File: src/rtl/relm_fp_normalize.sv
// Normalises, rounds (nearest-even) and packs one raw FP result into IEEE-754 single; one operation in flight.
// Latency accept+3 cycles plus one per left-shift step; in_ready only when idle, result held until out_ready.
module relm_fp_normalize #(
  parameter int WD = 32
) (
  input  logic          clk,
  input  logic          rst_n,
  input  logic          in_valid,
  output logic          in_ready,
  input  logic [WD-1:0] mant_in,
  input  logic [WD-1:0] info_in,
  output logic          out_valid,
  input  logic          out_ready,
  output logic [WD-1:0] result_out
);

  typedef enum logic [1:0] {IDLE, NORM, ROUND, DONE} state_t;

  state_t             state_q, state_d;
  logic [31:0]        m_q, m_d;
  logic signed [9:0]  e_q, e_d;
  logic               sign_q, sign_d;
  logic               inf_q, inf_d;
  logic               zero_q, zero_d;
  logic [31:0]        res_q, res_d;

  logic               rnd_lsb, rnd_g, rnd_s, rnd_up;
  logic [24:0]        rnd_f;
  logic [22:0]        rnd_frac;
  logic signed [9:0]  rnd_e;
  logic [31:0]        packed_res;
  logic               unused_bits;

  // Round-to-nearest-even on the normalised mantissa; a carry out renormalises by bumping e.
  always_comb begin
    rnd_lsb = m_q[7];
    rnd_g   = m_q[6];
    rnd_s   = |m_q[5:0];
    rnd_up  = rnd_g & (rnd_s | rnd_lsb);
    rnd_f   = {1'b0, m_q[30:7]} + {24'd0, rnd_up};
    if (rnd_f[24]) begin
      rnd_frac = '0;
      rnd_e    = e_q + 10'sd1;
    end else begin
      rnd_frac = rnd_f[22:0];
      rnd_e    = e_q;
    end

    if (inf_q && zero_q) begin
      packed_res = {sign_q, 8'hFF, 23'h400000};
    end else if (inf_q || (rnd_e >= 10'sd255)) begin
      packed_res = {sign_q, 8'hFF, 23'd0};
    end else if (zero_q || (m_q == '0) || (rnd_e <= 10'sd0)) begin
      packed_res = {sign_q, 31'd0};
    end else begin
      packed_res = {sign_q, rnd_e[7:0], rnd_frac};
    end
  end

  always_comb begin
    state_d   = state_q;
    m_d       = m_q;
    e_d       = e_q;
    sign_d    = sign_q;
    inf_d     = inf_q;
    zero_d    = zero_q;
    res_d     = res_q;
    in_ready  = 1'b0;
    out_valid = 1'b0;

    case (state_q)
      IDLE: begin
        in_ready = 1'b1;
        if (in_valid) begin
          m_d     = mant_in;
          sign_d  = info_in[31];
          e_d     = signed'({2'b00, info_in[30:23]});
          inf_d   = info_in[22];
          zero_d  = info_in[21];
          state_d = NORM;
        end
      end

      NORM: begin
        if (inf_q || zero_q) begin
          state_d = ROUND;
        end else if (m_q[31]) begin
          // Mantissa overflow: shift right once, folding the dropped bit into sticky.
          m_d     = {1'b0, m_q[31:2], m_q[1] | m_q[0]};
          e_d     = e_q + 10'sd1;
          state_d = ROUND;
        end else if (m_q == '0) begin
          state_d = ROUND;
        end else if (m_q[30]) begin
          state_d = ROUND;
        end else if (m_q[30:23] == 8'd0) begin
          m_d = {m_q[23:0], 8'd0};
          e_d = e_q - 10'sd8;
        end else begin
          m_d = {m_q[30:0], 1'b0};
          e_d = e_q - 10'sd1;
        end
      end

      ROUND: begin
        res_d   = packed_res;
        e_d     = rnd_e;
        state_d = DONE;
      end

      DONE: begin
        out_valid = 1'b1;
        if (out_ready) begin
          state_d = IDLE;
        end
      end

      default: begin
        state_d = IDLE;
      end
    endcase
  end

  always_ff @(posedge clk or negedge rst_n) begin
    if (!rst_n) begin
      state_q <= IDLE;
      m_q     <= '0;
      e_q     <= '0;
      sign_q  <= 1'b0;
      inf_q   <= 1'b0;
      zero_q  <= 1'b0;
      res_q   <= '0;
    end else begin
      state_q <= state_d;
      m_q     <= m_d;
      e_q     <= e_d;
      sign_q  <= sign_d;
      inf_q   <= inf_d;
      zero_q  <= zero_d;
      res_q   <= res_d;
    end
  end

  assign result_out  = res_q;
  assign unused_bits = ^{rnd_f[23], info_in[20:0]};

endmodule
File: config.mk
export PLATFORM = sky130hd
export DESIGN_NAME = relm_fp_normalize
export DESIGN_NICKNAME = d
export VERILOG_FILES = /design/src/rtl/relm_fp_normalize.sv
export SDC_FILE = /design/constraint.sdc
export NUM_CORES = 1
export LEC_CHECK = 0
export BUFFER_PORTS_ARGS = -buffer_cell sky130_fd_sc_hd__buf_2
export CORE_MARGIN = 5
export CORE_UTILIZATION = 60
export CTS_CLUSTER_SIZE = 16
export DETAILED_ROUTE_END_ITERATION = 10
export MAX_ROUTING_LAYER = met4
export PLACE_DENSITY = 0.85
export SETUP_SLACK_MARGIN = 0.15
export SLEW_MARGIN = 15
export SYNTH_ARGS = -nofsm -noshare
export SYNTH_HDL_FRONTEND = slang
export SYNTH_SLANG_ARGS = --single-unit
File: constraint.sdc
create_clock -name clk -period 4.65 [get_ports clk]
set_input_delay 0.465 -clock clk [delete_from_list [all_inputs] [get_ports clk]]
set_output_delay 0.465 -clock clk [all_outputs]
set_load 0.05 [all_outputs]
# Word level (Yosys, flattened, before mapping)
# Index checks and enable logic that the tools add are counted.
[totals] in_bits=68 output_inout_bits=34 word_cells=72 ff_bits=79
[op_classes] n_lt_le_gt_ge=2 n_reduce_logical=17 n_addsub=4 eq_ne=9 bitwise_logic=3 muxes=28
[ops] cell="$mux W32" n=6
[ops] cell="$mux W31" n=3
[ops] cell="$mux W10" n=7
[ops] cell="$pmux W32 S2" n=1
[ops] cell="$logic_not A32 Y1" n=1
[ops] cell="$pmux W10 S3" n=1
[ops] cell="$add A24 B1 Y25" n=1
[ops] cell="$mux W23" n=1
[ops] cell="$mux W2" n=6
[ops] cell="$add A10 B2 Y10 const B" n=1
[ops] cell="$ge A10 B9 Y1 const B" n=1
[ops] cell="$le A10 B1 Y1 const B" n=1
[ops] cell="$reduce_and A5 Y1" n=2
[ops] cell="$sub A10 B2 Y10 const B" n=1
[ops] cell="$sub A10 B5 Y10 const B" n=1
[ops] cell="$logic_not A8 Y1" n=1
[ops] cell="$pmux W2 S4" n=1
[ops] cell="$ne A2 B2 Y1 const B" n=3
[ops] cell="$ne A3 B3 Y1 const B" n=2
[ops] cell="$reduce_and A3 Y1" n=2
[ops] cell="$reduce_or A6 Y1" n=1
[ops] cell="$ne A5 B5 Y1 const B" n=1
[ops] cell="$eq A2 B2 Y1 const B" n=2
[ops] cell="$logic_or A1 B1 Y1" n=4
[ops] cell="10 further kinds" n=12

# Longest topological paths before layout
# Gate-level depths: netlist of run 1.
[logic_depth] word_depth=10 mapped_depth=12 mapped_depth_nobuf=9

# Worst setup path after synthesis of run 1
# OpenSTA, ideal clock, no wires.
[synth_timing] path_type="reg-to-reg" start="register m_q[6]" end="register res_q[14], in the netlist result_out[14]" path_buffers=2 slack_ns=1.977 setup_ns=0.078 required_time_ns=4.572 synth_period_minus_slack_ns=2.673 path_stages_with_launch=12 arrival_ns=2.595 path_cell_list="dfrtp_1 > clkbuf_1 > and2_1 > ha_1 > nand3_2 > nor4_4 > nand3_2 > xnor2_2 > nor4_1 > nand4_2 > buf_4 > o2bb2ai_1"
[synth_between] elab_chain_len=8 word_cells_on_any_way=13 classes_between="add/sub (1); order compare (2); mux (5); bitwise (1); reduce/logical (4)"
[synth_lines] element="start: declaration" line="20" source="logic [31:0] m_q, m_d;"
[synth_lines] element="start signal: assignment" line="135" source="m_q <= m_d;"
[synth_lines] element="$and A1 B1 Y1" line="39" source="rnd_up = rnd_g & (rnd_s | rnd_lsb);"
[synth_lines] element="$add A24 B1 Y25" line="40" source="rnd_f = {1'b0, m_q[30:7]} + {24'd0, rnd_up};"
[synth_lines] element="$mux W10" line="41" source="if (rnd_f[24]) begin"
[synth_lines] element="$le A10 B1 Y1" line="53" source="end else if (zero_q || (m_q == '0) || (rnd_e <= 10'sd0)) begin"
[synth_lines] element="$logic_or A1 B1 Y1" line="53"
[synth_lines] element="$mux W31" line="53"
[synth_lines] element="$mux W31 *" line="51" source="end else if (inf_q || (rnd_e >= 10'sd255)) begin"
[synth_lines] element="$mux W31 *" line="49" source="if (inf_q && zero_q) begin"
[synth_lines] element="end signal: assignment" line="140" source="res_q <= res_d;"
[synth_lines] element="end: declaration" line="25" source="logic [31:0] res_q, res_d;"
# Mark *: on every way between the ends. The rest lies on a longest branch, timed or not.
# A chain may end at the register's enable or synchronous reset.

# Worst setup path in the final report of run 1
[layout_timing] start="register m_q[6]" end="register res_q[21], in the netlist result_out[21]"
# Same word-level chain as after synthesis.

==> impl_table.tex, run 1 <==
\begin{tabular}{lr}
\hline
Metric & Value \\
\hline
\multicolumn{2}{l}{\textbf{Timing}} \\
\quad Total negative slack & 0 ps \\
\quad Final Slew Violations & 0 \\
\quad Number of failing hold endpoints at the final stage & 0 \\
\quad Hold\_ws & 277.2 ps \\
\quad RSZ-0062 raised after global routing & false \\
\quad Tightest Pin Transition & 1001 ps \\
\quad Final count of negative-setup-slack endpoints & 0 \\
\quad Rel. slew slack & 33.09\% \\
\quad Fin Clk Skew & 18.22 ps \\
\quad Final critical-path required period & 3455 ps \\
\quad Setup ws final & 1195 ps \\
\quad Top achievable clock speed & 289.4 MHz \\
\quad Final period utilization & 74.30\% \\
\multicolumn{2}{l}{\textbf{Logic synthesis}} \\
\quad Count of different cell masters after synthesis & 65 \\
\quad Share of synthesized registers carrying an async set or reset & 100.0\% \\
\quad Cell taking the most area after synthesis & sky130\_fd\_sc\_hd\_\_dfrtp\_1 \\
\quad Synthesized area & 0.005460 sq mm \\
\quad Area share of xor/xnor cells in the synthesized design & 6.691\% \\
\quad Most area-consuming cells after synthesis & sky130\_fd\_sc\_hd\_\_dfrtp\_1, sky130\_fd\_sc\_hd\_\_nand2\_1, sky130\_fd\_sc\_hd\_\_o2bb2ai\_1 \\
\quad Adder and majority cell fraction of the synthesized area & 2.062\% \\
\quad Fraction of the mapped netlist area in compound gates & 22.87\% \\
\quad Number of warnings reported in the yosys synthesis log & 0 \\
\quad Post-synth net total & 731 \\
\quad Synthesized area divided by synthesized cell count & 8.349 sq um \\
\quad Seq/Total Area, Yosys & 36.21\% \\
\quad Multiplexer area fraction after synthesis & 2.177\% \\
\quad Top\_reg\_cell synth & sky130\_fd\_sc\_hd\_\_dfrtp\_1 \\
\quad Top cell type's share of synthesized area & 36.21\% \\
\quad Main combinational cell family by area after synthesis & simple AND/OR/NAND/NOR gates \\
\quad Post-Synth Simple-Gate Area & 23.56\% \\
\quad Post-synth EDFFs & 0 \\
\quad Synthesized instance count & 654 \\
\quad Synth Register Bits & 79 \\
\multicolumn{2}{l}{\textbf{Route}} \\
\quad Number of violations reported at the end of detailed-routing iteration 0 & 547 \\
\quad DR vias & 5383 \\
\quad Total routed wirelength & 16100 um \\
\quad Routed wire length per instance & 20.03 um \\
\quad Routed vias/inst & 6.695 \\
\quad DR pass1 iterations & 7 \\
\quad Remaining number of nets flagged by the antenna check after routing & 0 \\
\quad Remaining DRCs & 0 \\
\multicolumn{2}{l}{\textbf{Floorplanning}} \\
\quad Die span in x & 105.4 um \\
\quad Site row count & 34 \\
\quad Die area & 0.01111 sq mm \\
\quad \# IOs & 102 \\
\quad Placeable core region & 0.008806 sq mm \\
\quad Initial Utilization & 62.01\% \\
\quad Die H & 105.4 um \\
\multicolumn{2}{l}{\textbf{Worst setup path}} \\
\quad CP max stage delay & 600 ps \\
\quad Count of buffering cells on the critical path with inverters included & 0 \\
\quad Critical-path cell with the highest stage delay & sky130\_fd\_sc\_hd\_\_nor4\_4 \\
\quad WP data arrival & 3720 ps \\
\quad Type of origin of the critical path & flip-flop \\
\quad Highest net fanout along the worst path & 22 \\
\quad Worst Path Required & 4920 ps \\
\quad Endpoint kind of the worst setup timing path & flip-flop \\
\quad Path type of the worst setup path & flip-flop to flip-flop \\
\quad Cells along the critical path & and2\_1 > ha\_1 > nand3\_2 > nor4\_4 > nand3\_2 > xnor2\_2 > nor4\_1 > nand4\_2 > o2bb2ai\_1 \\
\quad Critical path's top delay family & simple AND/OR/NAND/NOR gates \\
\quad Library cell appearing most often on the critical path & sky130\_fd\_sc\_hd\_\_nand3\_2 \\
\multicolumn{2}{l}{\textbf{Global routing}} \\
\quad Busiest layer in global routing & met2 \\
\quad Number of antenna violations at the first check in global routing & 0 \\
\quad Routing usage on met1 & 43.47\% \\
\quad Final global-route overflow total & 0 \\
\quad Routing usage on met3 & 4.523\% \\
\quad Global-route wire length before repair & 26580 um \\
\quad Maximum number of pins on one net before global-route repair & 80 \\
\quad Met2 track demand over resource & 44.31\% \\
\quad Tot GR Track Use & 30.23\% \\
\quad Via count of the first global-routing pass & 5092 \\
\multicolumn{2}{l}{\textbf{Clocking}} \\
\quad Worst-Skew Late Latency & 360 ps \\
\quad Number of H-tree levels & 3 \\
\quad Root buf cell & sky130\_fd\_sc\_hd\_\_clkbuf\_8 \\
\quad Post-CTS setup buffer count & 0 \\
\quad Buffer depth of the longest clock path & 2 \\
\quad Cts-stage hold buffer count & 0 \\
\quad Cells resized by post-CTS repair & 0 \\
\quad Clock sink total & 79 \\
\quad TritonCTS clock tree & yes \\
\quad Clock buffer count from CTS & 9 \\
\quad Clk pin slew, worst setup/hold paths & 100 ps \\
\multicolumn{2}{l}{\textbf{Final layout}} \\
\quad Final core utilization & 68.14\% \\
\quad Total non-filler cell area in the finished layout & 0.006001 sq mm \\
\quad Relative area change from synthesis to final layout & 9.899\% \\
\quad Number of nets in the layout & 768 \\
\quad Antenna cell count & 0 \\
\quad Count of placed standard cells in the final layout, fillers left out & 804 \\
\quad Share of post-route cells with drive strength above 1 & 18.68\% \\
\multicolumn{2}{l}{\textbf{Placed design}} \\
\quad Number of placed instances with taps included & 788 \\
\quad Sum of net half-perimeters after detailed placement & 11180 um \\
\quad Area after DPL & 0.005771 sq mm \\
\quad Setup slack at placement & 1282 ps \\
\quad GP Congestion & 0.9156 \\
\quad Number of buffers added on ports & 80 \\
\multicolumn{2}{l}{\textbf{Power}} \\
\quad Design Power & 4.856 mW \\
\quad Total leakage power & 2.625 nW \\
\quad Power per standard cell area & 809.3 mW/mm\^{}2 \\
\quad Largest voltage drop on the vdd net & 782.0 uV \\
\multicolumn{2}{l}{\textbf{Hold path}} \\
\quad Hold/Removal Path Class & input port to asynchronous set/reset pin \\
\multicolumn{2}{l}{\textbf{Flow run}} \\
\quad Maximum capacitance violations & 0 \\
\multicolumn{2}{l}{\textbf{Run status}} \\
\quad Outcome & complete, no violations \\
\hline
\end{tabular}
==> where the power goes <==
group	internal (mW)	switching (mW)	leakage (nW)
combinational	0.896	1.79	1.52
sequential	1.01	0.545	0.989
clock	0.314	0.301	0.117
total	2.22	2.63	2.63
==> path summary, 6_finish.rpt <==
check,from,end,slack (ps),cells past startpoint
worst min register to register,result_out[19],result_out[19],490,1
min in group clk,info_in[21],zero_q,340,2
worst min-delay path,rst_n,m_q[16],280,1
worst max-delay path,m_q[6],result_out[21],1200,9
max in group asynchronous,rst_n,e_q[0],3740,1
worst max register to register,m_q[6],result_out[21],1200,9
==> synth_stat cells, drive strengths merged (7+ instances only) <==
master / instances
a21oi: 34
dfrtp: 79
o22a: 7
inv: 16
nand2: 97
nand3: 15
o21ai: 45
nor3: 19
buf: 30
xnor2: 25
nor2: 41
ha: 9
and3: 31
xor2: 15
nor4: 12
clkbuf: 32
nand4: 16
o2bb2ai: 24
mux2: 7
a211oi: 22
==> placed cells by master (no fill, tap or decap), types with 17 or more instances in the layout <==
cell / Yosys / routed
sky130_fd_sc_hd__nand2_1: 97 / 97
sky130_fd_sc_hd__a21oi_1: 34 / 34
sky130_fd_sc_hd__o21ai_0: 39 / 39
sky130_fd_sc_hd__a211oi_1: 22 / 22
sky130_fd_sc_hd__xnor2_1: 23 / 23
sky130_fd_sc_hd__nor3_1: 17 / 17
sky130_fd_sc_hd__and3_1: 30 / 30
sky130_fd_sc_hd__buf_2: 23 / 79
sky130_fd_sc_hd__dfrtp_1: 79 / 79
sky130_fd_sc_hd__nor2_1: 40 / 40
sky130_fd_sc_hd__o2bb2ai_1: 24 / 24
==> sequential cells by signal, indices dropped and copies added, names as in the netlist <==
signal,count
inf_q,1
result_out,32
state_q,2
sign_q,1
m_q,32
zero_q,1
e_q,10
==> cell type report <==
class / instances / area [sq um]
inverter: 17 / 63.81
fill: 740 / 2805
clock inverter: 7 / 106.4
sequential: 79 / 1977
tap: 108 / 135.1
clock buffer: 9 / 123.9
multi-input combinational: 496 / 3132
timing repair buffer: 88 / 462.9
==> cell families (layout without fill, tap and decap cells) <==
| logic type | count (synthesis) | count (layout) |
|---|---|---|
| AND/OR/NAND/NOR | 254 | 254 |
| flip-flops | 79 | 79 |
| multiplexers | 11 | 11 |
| buffers and inverters | 79 | 121 |
| AO/OA/AOI/OAI | 182 | 182 |
| adder cells (fa/ha/maj) | 9 | 9 |
| XOR/XNOR | 40 | 40 |
==> worst register-to-register path, stage by stage, from the launching register on <==
cell	delay, ps
sky130_fd_sc_hd__dfrtp_1	530
sky130_fd_sc_hd__and2_1	180
sky130_fd_sc_hd__ha_1	200
sky130_fd_sc_hd__nand3_2	190
sky130_fd_sc_hd__nor4_4	600
sky130_fd_sc_hd__nand3_2	180
sky130_fd_sc_hd__xnor2_2	200
sky130_fd_sc_hd__nor4_1	380
sky130_fd_sc_hd__nand4_2	560
sky130_fd_sc_hd__o2bb2ai_1	350
==> routing by layer <==
metal / vias up / wire length (um)
li1: 2441 / -
met1: 2573 / 6789
met3: 32 / 1636
met2: 337 / 7385
met4: 0 / 292
met5: - / 0
No activity file was read; power rests on OpenSTA's default activity.
==> inputs of run 2 (changes only) <==
--- a/config.mk
+++ b/config.mk
@@ -5,13 +5,14 @@
 export SDC_FILE = /design/constraint.sdc
 export NUM_CORES = 1
 export LEC_CHECK = 0
+export ABC_AREA = 1
 export BUFFER_PORTS_ARGS = -buffer_cell sky130_fd_sc_hd__buf_2
 export CORE_MARGIN = 5
-export CORE_UTILIZATION = 60
+export CORE_UTILIZATION = 57
 export CTS_CLUSTER_SIZE = 16
 export DETAILED_ROUTE_END_ITERATION = 10
 export MAX_ROUTING_LAYER = met4
-export PLACE_DENSITY = 0.85
+export PLACE_DENSITY = 0.81
 export SETUP_SLACK_MARGIN = 0.15
 export SLEW_MARGIN = 15
 export SYNTH_ARGS = -nofsm -noshare
==> constraint.sdc (replaced) <==
create_clock -name clk -period 3.6 [get_ports clk]
set_input_delay 0.36 -clock clk [delete_from_list [all_inputs] [get_ports clk]]
set_output_delay 0.36 -clock clk [all_outputs]
set_load 0.05 [all_outputs]
==> run 2 against run 1 <==
Sequential power increased by 10%; first-iteration DRC count decreased by 17%; clock skew decreased by 7.1 ps; setup slack got worse by 390 ps; flip-flop and latch count unchanged; global-route usage decreased by 0.89 points; cell area increased by 4.6%; wire length increased by 0.52%; sequential share of layout area decreased by 1.4 points; synthesized area increased by 1.4%; critical path depth increased by 3.
==> impl_table.tex, run 2 <==
\begin{tabular}{lr}
\hline
Metric & Value \\
\hline
\multicolumn{2}{l}{\textbf{Power}} \\
\quad Total leakage power & 3.079 nW (+17\%) \\
\quad Design Power & 5.884 mW (+21\%) \\
\quad Largest voltage drop on the vdd net & 458.5 uV (-41\%) \\
\quad Power per standard cell area & 937.5 mW/mm\^{}2 (+16\%) \\
\multicolumn{2}{l}{\textbf{Floorplanning}} \\
\quad Die area & 0.01178 sq mm (+6.0\%) \\
\quad Placeable core region & 0.009639 sq mm (+9.5\%) \\
\quad Site row count & 36 (+5.9\%) \\
\quad \# IOs & 102 (unchanged) \\
\quad Die H & 108.5 um (+3.0\%) \\
\quad Die span in x & 108.5 um (+3.0\%) \\
\quad Initial Utilization & 57.41\% (-4.6 points) \\
\multicolumn{2}{l}{\textbf{Clocking}} \\
\quad Cells resized by post-CTS repair & 0 (unchanged) \\
\quad Buffer depth of the longest clock path & 2 (unchanged) \\
\quad Clk pin slew, worst setup/hold paths & 90 ps (about the same) \\
\quad Cts-stage hold buffer count & 0 (unchanged) \\
\quad Worst-Skew Late Latency & 360 ps (about the same) \\
\quad TritonCTS clock tree & yes \\
\quad Post-CTS setup buffer count & 0 (unchanged) \\
\quad Number of H-tree levels & 3 (unchanged) \\
\quad Root buf cell & sky130\_fd\_sc\_hd\_\_clkbuf\_8 \\
\quad Clock buffer count from CTS & 9 (unchanged) \\
\quad Clock sink total & 79 (unchanged) \\
\multicolumn{2}{l}{\textbf{Route}} \\
\quad DR pass1 iterations & 5 (-2) \\
\quad Routed wire length per instance & 15.85 um (-21\%) \\
\quad Number of violations reported at the end of detailed-routing iteration 0 & 454 (-17\%) \\
\quad Routed vias/inst & 5.751 (-14\%) \\
\quad Total routed wirelength & 16190 um (+0.52\%) \\
\quad DR vias & 5872 (+9.1\%) \\
\quad Remaining number of nets flagged by the antenna check after routing & 0 (unchanged) \\
\quad Remaining DRCs & 0 (unchanged) \\
\multicolumn{2}{l}{\textbf{Hold path}} \\
\quad Hold path depth & 2 \\
\quad Hold/Removal Path Class & input port to flip-flop \\
\quad Worst Hold Launch & info\_in[31] \\
\quad Sink of the worst hold path & sign\_q \\
\multicolumn{2}{l}{\textbf{Placed design}} \\
\quad Number of buffers added on ports & 80 (unchanged) \\
\quad GP Congestion & 0.9763 (+6.6\%) \\
\quad Sum of net half-perimeters after detailed placement & 11960 um (+7.0\%) \\
\quad Setup slack at placement & 896.3 ps (-385.3 ps) \\
\quad Number of placed instances with taps included & 1003 (+27\%) \\
\multicolumn{2}{l}{\textbf{Logic synthesis}} \\
\quad Leading cell type by number of instances after synthesis & sky130\_fd\_sc\_hd\_\_nand2\_1 \\
\quad Synthesized area & 0.005534 sq mm (+1.4\%) \\
\quad Top\_reg\_cell synth & sky130\_fd\_sc\_hd\_\_dfrtp\_1 \\
\quad Cell taking the most area after synthesis & sky130\_fd\_sc\_hd\_\_dfrtp\_1 \\
\quad Count of different cell masters after synthesis & 36 (-45\%) \\
\quad Synthesized instance count & 819 (+25\%) \\
\quad Post-synth net total & 896 (+23\%) \\
\quad Seq/Total Area, Yosys & 35.72\% (-0.48 points) \\
\quad Post-synth EDFFs & 0 (unchanged) \\
\quad Most area-consuming cells after synthesis & sky130\_fd\_sc\_hd\_\_dfrtp\_1, sky130\_fd\_sc\_hd\_\_nand2\_1, sky130\_fd\_sc\_hd\_\_o21ai\_0 \\
\quad Number of warnings reported in the yosys synthesis log & 0 (unchanged) \\
\quad Synthesized area divided by synthesized cell count & 6.757 sq um (-19\%) \\
\quad Top cell types by occurrence after synthesis & sky130\_fd\_sc\_hd\_\_nand2\_1, sky130\_fd\_sc\_hd\_\_o21ai\_0, sky130\_fd\_sc\_hd\_\_nor2\_1, sky130\_fd\_sc\_hd\_\_dfrtp\_1, sky130\_fd\_sc\_hd\_\_inv\_1 \\
\quad Synth Register Bits & 79 (unchanged) \\
\quad Top cell type's share of synthesized area & 35.72\% (-0.48 points) \\
\quad Share of synthesized registers carrying an async set or reset & 100.0\% (unchanged) \\
\multicolumn{2}{l}{\textbf{Timing}} \\
\quad Rel. slew slack & 39.05\% (+6.0 points) \\
\quad Final critical-path required period & 2792 ps (-663.3 ps) \\
\quad Final period utilization & 77.54\% (+3.2 points) \\
\quad Fin Clk Skew & 11.13 ps (-7.090 ps) \\
\quad Tightest Pin Transition & 912.0 ps (-88.87 ps) \\
\quad Setup ws final & 808.4 ps (-386.7 ps) \\
\quad Total negative slack & 0 ps (unchanged) \\
\quad RSZ-0062 raised after global routing & false \\
\quad Top achievable clock speed & 358.2 MHz (+24\%) \\
\quad Final count of negative-setup-slack endpoints & 0 (unchanged) \\
\quad Final Slew Violations & 0 (unchanged) \\
\quad Number of failing hold endpoints at the final stage & 0 (unchanged) \\
\multicolumn{2}{l}{\textbf{Worst setup path}} \\
\quad Critical register-to-register path endpoint & result\_out[0] \\
\quad Reg2Reg Depth & 12 (+3) \\
\quad Worst Path Required & 3900 ps (-1020 ps) \\
\quad Path type of the worst setup path & flip-flop to flip-flop \\
\quad Endpoint kind of the worst setup timing path & flip-flop \\
\quad Reg2reg start & m\_q[7] \\
\quad Register-to-register setup slack & 810 ps (-390 ps) \\
\quad Type of origin of the critical path & flip-flop \\
\quad Highest net fanout along the worst path & 20 (-9.1\%) \\
\quad Startpoint of the most critical setup path & m\_q[7] \\
\quad WP data arrival & 3090 ps (-630 ps) \\
\multicolumn{2}{l}{\textbf{Global routing}} \\
\quad Number of antenna violations at the first check in global routing & 0 (unchanged) \\
\quad Final global-route overflow total & 0 (unchanged) \\
\quad Maximum number of pins on one net before global-route repair & 80 (unchanged) \\
\quad Global-route wire length before repair & 26810 um (+0.88\%) \\
\quad Via count of the first global-routing pass & 5579 (+9.6\%) \\
\quad Tot GR Track Use & 29.34\% (-0.89 points) \\
\multicolumn{2}{l}{\textbf{Final layout}} \\
\quad Antenna cell count & 0 (unchanged) \\
\quad Count of placed standard cells in the final layout, fillers left out & 1021 (+27\%) \\
\quad Number of nets in the layout & 960 (+25\%) \\
\quad Most common library cell in the layout ignoring fill and taps & sky130\_fd\_sc\_hd\_\_nand2\_1 \\
\quad Leading cell types in the layout, fill and taps excluded & sky130\_fd\_sc\_hd\_\_nand2\_1, sky130\_fd\_sc\_hd\_\_o21ai\_0, sky130\_fd\_sc\_hd\_\_nor2\_1 \\
\quad Relative area change from synthesis to final layout & 13.41\% \\
\quad Share of post-route cells with drive strength above 1 & 15.65\% (-3.0 points) \\
\multicolumn{2}{l}{\textbf{Flow run}} \\
\quad Maximum capacitance violations & 0 (unchanged) \\
\multicolumn{2}{l}{\textbf{Run status}} \\
\quad Outcome & complete, no violations \\
\hline
\end{tabular}
-- run 2: cell types whose count changed after synthesis, moves of 8 or more --
| cell | delta |
|---|---|
| sky130_fd_sc_hd__inv_1 | +62 |
| sky130_fd_sc_hd__buf_2 | -16 |
| sky130_fd_sc_hd__o21ai_0 | +77 |
| sky130_fd_sc_hd__a211oi_1 | -19 |
| sky130_fd_sc_hd__a21oi_1 | -17 |
| sky130_fd_sc_hd__nand3_1 | +32 |
| sky130_fd_sc_hd__o211ai_1 | +9 |
| sky130_fd_sc_hd__o2bb2ai_1 | -24 |
| sky130_fd_sc_hd__nor2_1 | +47 |
| sky130_fd_sc_hd__and3_1 | -30 |
| sky130_fd_sc_hd__xnor2_1 | -22 |
| sky130_fd_sc_hd__nand2_2 | +8 |
| sky130_fd_sc_hd__nand2_1 | +127 |
-- run 2: final cells by class --
type,instances,area [sq um]
clock buffer,10,127.6
clock inverter,6,116.4
fill,920,3363
sequential,79,1977
inverter,85,319.1
tap,133,166.4
multi-input combinational,619,3077
timing repair buffer,89,493.0
-- run 2: metrics by stage --
stage	hold slack (ps)	utilization (%)	cell area [sq um]
floorplan	64.41	-	5534
global placement	455.6	62.19	5995
detailed placement	460.8	62.19	5995
CTS	199.0	64.72	6238
global route	238.1	65.11	6276
finish	248.5	65.11	6276
-- run 2: where the power goes --
group          switching (mW)  total [mW]  internal [mW]
Sequential              0.448        1.72           1.28
Combinational            2.40        3.34          0.935
Clock                   0.356       0.822          0.466
-- run 2: worst max-delay path by stage --
stage | endpoint | cells after the start
after global placement | result_out[3] | 15
after CTS | result_out[4] | 15
final | result_out[0] | 12
after floorplan | m_q[27] | 9
after detailed placement | result_out[4] | 15
after global routing | result_out[4] | 18
-- run 2: metal layers --
metal | part of all wire, % | vias up | GRT usage, %
met2 | 45 | 271 | 44.31
met4 | 2.0 | 0 | 9.468
met5 | 0 | - | -
met3 | 7.8 | 33 | 4.358
li1 | - | 2821 | -
met1 | 45 | 2747 | 40.71
-- run 2: worst max-delay path, cell delays in order (launching register included) --
cell                      delay, ps
sky130_fd_sc_hd__dfrtp_1        440
sky130_fd_sc_hd__nand2_1        120
sky130_fd_sc_hd__inv_1           60
sky130_fd_sc_hd__ha_1           200
sky130_fd_sc_hd__nand3_1        170
sky130_fd_sc_hd__inv_1           90
sky130_fd_sc_hd__nand2_2        110
sky130_fd_sc_hd__nor2_2          70
sky130_fd_sc_hd__nand3_1        120
sky130_fd_sc_hd__nand2_1        470
sky130_fd_sc_hd__nor4_1         670
sky130_fd_sc_hd__nand2_1        120
sky130_fd_sc_hd__nand2_1         70
-- run 2: cell families after synthesis --
logic type | Yosys count | share of synthesized area (%)
multiplexers | 1 | 0.2035
flip-flops | 79 | 35.72
AO/OA/AOI/OAI | 167 | 16.62
XOR/XNOR | 21 | 3.324
buffers and inverters | 121 | 8.772
AND/OR/NAND/NOR | 421 | 33.33
adder cells (fa/ha/maj) | 9 | 2.035
==> inputs of run 3 (changes only) <==
--- a/config.mk
+++ b/config.mk
@@ -8,11 +8,11 @@
 export ABC_AREA = 1
 export BUFFER_PORTS_ARGS = -buffer_cell sky130_fd_sc_hd__buf_2
 export CORE_MARGIN = 5
-export CORE_UTILIZATION = 57
+export CORE_UTILIZATION = 51
 export CTS_CLUSTER_SIZE = 16
 export DETAILED_ROUTE_END_ITERATION = 10
 export MAX_ROUTING_LAYER = met4
-export PLACE_DENSITY = 0.81
+export PLACE_DENSITY = 0.77
 export SETUP_SLACK_MARGIN = 0.15
 export SLEW_MARGIN = 15
 export SYNTH_ARGS = -nofsm -noshare
==> constraint.sdc (replaced) <==
create_clock -name clk -period 2.4 [get_ports clk]
set_input_delay 0.24 -clock clk [delete_from_list [all_inputs] [get_ports clk]]
set_output_delay 0.24 -clock clk [all_outputs]
set_load 0.05 [all_outputs]
==> run 3 against run 2 <==
Flip-flop and latch count stayed put; highest routed layer unchanged; clock-buffer cell count is 1 lower; combinational power is 89% higher; fmax is 22% higher; largest cell class unchanged; largest power group unchanged; setup slack worse by 700 ps.
==> impl_table.tex, run 3 (synthesized netlist as in run 2, its figures left out) <==
\begin{tabular}{lr}
\hline
Metric & Value \\
\hline
\multicolumn{2}{l}{\textbf{Run status}} \\
\quad Outcome & complete, no violations \\
\multicolumn{2}{l}{\textbf{Worst setup path}} \\
\quad Highest net fanout along the worst path & 7 (-65\%) \\
\quad Reg2reg start & e\_q[0] \\
\quad Path type of the worst setup path & flip-flop to flip-flop \\
\quad Startpoint of the most critical setup path & e\_q[0] \\
\quad WP data arrival & 2560 ps (-530 ps) \\
\quad Worst Path Required & 2670 ps (-1230 ps) \\
\quad Endpoint kind of the worst setup timing path & flip-flop \\
\quad Type of origin of the critical path & flip-flop \\
\multicolumn{2}{l}{\textbf{Global routing}} \\
\quad Final global-route overflow total & 0 (unchanged) \\
\quad Maximum number of pins on one net before global-route repair & 61 (-24\%) \\
\quad Global-route wire length before repair & 26280 um (-2.0\%) \\
\quad Tot GR Track Use & 25.75\% (-3.6 points) \\
\quad Via count of the first global-routing pass & 5491 (-1.6\%) \\
\quad Number of antenna violations at the first check in global routing & 0 (unchanged) \\
\multicolumn{2}{l}{\textbf{Final layout}} \\
\quad Leading cell types in the layout, fill and taps excluded & sky130\_fd\_sc\_hd\_\_nand2\_1, sky130\_fd\_sc\_hd\_\_o21ai\_0, sky130\_fd\_sc\_hd\_\_buf\_2 \\
\quad Antenna cell count & 0 (unchanged) \\
\quad Relative area change from synthesis to final layout & 29.89\% \\
\quad Most common library cell in the layout ignoring fill and taps & sky130\_fd\_sc\_hd\_\_nand2\_1 \\
\quad Number of nets in the layout & 1022 (+6.5\%) \\
\quad Final core utilization & 66.90\% (+1.8 points) \\
\quad Filler cells & 882 (-4.1\%) \\
\quad Share of post-route cells with drive strength above 1 & 28.74\% (+13 points) \\
\multicolumn{2}{l}{\textbf{Floorplanning}} \\
\quad Die area & 0.01303 sq mm (+11\%) \\
\quad Die span in x & 114.2 um (+5.2\%) \\
\quad \# IOs & 102 (unchanged) \\
\quad Site row count & 38 (+5.6\%) \\
\quad Initial Utilization & 51.50\% (-5.9 points) \\
\quad Die H & 114.2 um (+5.2\%) \\
\quad Placeable core region & 0.01075 sq mm (+11\%) \\
\multicolumn{2}{l}{\textbf{Clocking}} \\
\quad Number of H-tree levels & 3 (unchanged) \\
\quad TritonCTS clock tree & yes \\
\quad Clock sink total & 79 (unchanged) \\
\quad Root buf cell & sky130\_fd\_sc\_hd\_\_clkbuf\_8 \\
\quad Buffer depth of the longest clock path & 2 (unchanged) \\
\quad Worst-Skew Late Latency & 380 ps (+20 ps) \\
\quad Clk pin slew, worst setup/hold paths & 90 ps (about the same) \\
\quad Clock buffer count from CTS & 9 (unchanged) \\
\multicolumn{2}{l}{\textbf{Route}} \\
\quad DR vias & 6288 (+7.1\%) \\
\quad Routed wire length per instance & 16.45 um (+3.8\%) \\
\quad Number of violations reported at the end of detailed-routing iteration 0 & 725 (+60\%) \\
\quad DR pass1 iterations & 5 (unchanged) \\
\quad Total routed wirelength & 17940 um (+11\%) \\
\quad Remaining DRCs & 0 (unchanged) \\
\quad Remaining number of nets flagged by the antenna check after routing & 0 (unchanged) \\
\quad Routed vias/inst & 5.769 (+0.31\%) \\
\multicolumn{2}{l}{\textbf{Power}} \\
\quad Power per standard cell area & 1350 mW/mm\^{}2 (+44\%) \\
\quad Largest voltage drop on the vdd net & 884.8 uV (+93\%) \\
\quad Total leakage power & 3.492 nW (+13\%) \\
\multicolumn{2}{l}{\textbf{Timing}} \\
\quad Fin Clk Skew & 14.48 ps (+3.352 ps) \\
\quad Number of failing hold endpoints at the final stage & 0 (unchanged) \\
\quad Rel. slew slack & 66.76\% (+28 points) \\
\quad Final period utilization & 95.47\% (+18 points) \\
\quad Top achievable clock speed & 436.4 MHz (+22\%) \\
\quad Final count of negative-setup-slack endpoints & 0 (unchanged) \\
\quad RSZ-0062 raised after global routing & true \\
\quad Tightest Pin Transition & 494.7 ps (-417.3 ps) \\
\quad Hold\_ws & 94.99 ps (-153.5 ps) \\
\quad Total negative slack & 0 ps (unchanged) \\
\quad Final Slew Violations & 0 (unchanged) \\
\quad Final critical-path required period & 2291 ps (-500.3 ps) \\
\multicolumn{2}{l}{\textbf{Placed design}} \\
\quad Number of buffers added on ports & 80 (unchanged) \\
\quad GP Congestion & 0.9654 (-1.1\%) \\
\quad Sum of net half-perimeters after detailed placement & 11840 um (-1.0\%) \\
\multicolumn{2}{l}{\textbf{Flow run}} \\
\quad Maximum capacitance violations & 0 (unchanged) \\
\multicolumn{2}{l}{\textbf{Hold path}} \\
\quad Hold/Removal Path Class & input port to flip-flop \\
\quad Worst Hold Launch & info\_in[31] \\
\hline
\end{tabular}
## run 3: per-layer routing
metal  track usage [%]  part of all wire [%]
met5                 -                     0
met4             6.730                   3.0
met3             4.598                   9.2
met2             38.45                    45
met1             36.38                    43
## run 3: through the flow
stage	std cells	area [sq um]	total power, mW	setup WS [ps]
2_1_floorplan	819	5537	6.218	246.4
3_3_place_gp	1041	6276	7.801	50.95
3_5_place_dp	1041	6276	7.876	5.193
4_1_cts	1063	6578	8.977	156.4
5_1_grt	1090	7188	10.35	-8.497
6_report	1090	7188	9.703	108.7
## run 3: path summary, 6_finish.rpt
check / depth (start not counted) / slack [ps] / to
max: 15 / 110 / result_out[5]
min: 2 / 90 / sign_q
max reg2reg: 15 / 110 / result_out[5]
min reg2reg: 2 / 490 / result_out[4]
max in group asynchronous: 3 / 1420 / e_q[1]
min in group asynchronous: 2 / 340 / m_q[18]
## run 3: layout make-up
class	count	area, sq um	area share (%)
Timing Repair Buffer	148	1045	14.53
Clock inverter	7	65.06	0.9051
Timing Repair inverter	1	8.758	0.1218
Multi-Input combinational cell	621	3453	48.04
Clock buffer	9	123.9	1.723
Inverter	85	336.6	4.682
Sequential cell	79	1981	27.55
Tap cell	140	175.2	2.437
## run 3: critical path, stage by stage, from the launching register on
cell and delay [ps]:
sky130_fd_sc_hd__dfrtp_1 430, sky130_fd_sc_hd__ha_1 250, sky130_fd_sc_hd__buf_4 160, sky130_fd_sc_hd__xor2_1 240
sky130_fd_sc_hd__nand3_1 150, sky130_fd_sc_hd__nand2_2 100, sky130_fd_sc_hd__nand2_1 50, sky130_fd_sc_hd__nor2_1 120
sky130_fd_sc_hd__nand2_1 80, sky130_fd_sc_hd__nand2_1 90, sky130_fd_sc_hd__nand2_2 70, sky130_fd_sc_hd__nand2_4 100
sky130_fd_sc_hd__nor2_4 70, sky130_fd_sc_hd__clkbuf_16 160, sky130_fd_sc_hd__nand2_2 50, sky130_fd_sc_hd__nand2_1 50
## run 3: power by group
part / leakage, nW / internal [mW] / total, mW / switching, mW
combinational: 2.40 / 2.06 / 6.31 / 4.25
sequential: 0.997 / 1.92 / 2.41 / 0.488
clock: 0.0938 / 0.399 / 0.988 / 0.589
total: 3.49 / 4.37 / 9.70 / 5.33
## run 3: timing repair
item                       4_1_cts  5_1_grt
setup buffers                    5       22
resized for setup               11       95
hold buffers                     1        0
pin swaps                        4       31
setup endpoints to repair       32       59
gates cloned                     0        5
hold endpoints to repair        32        0
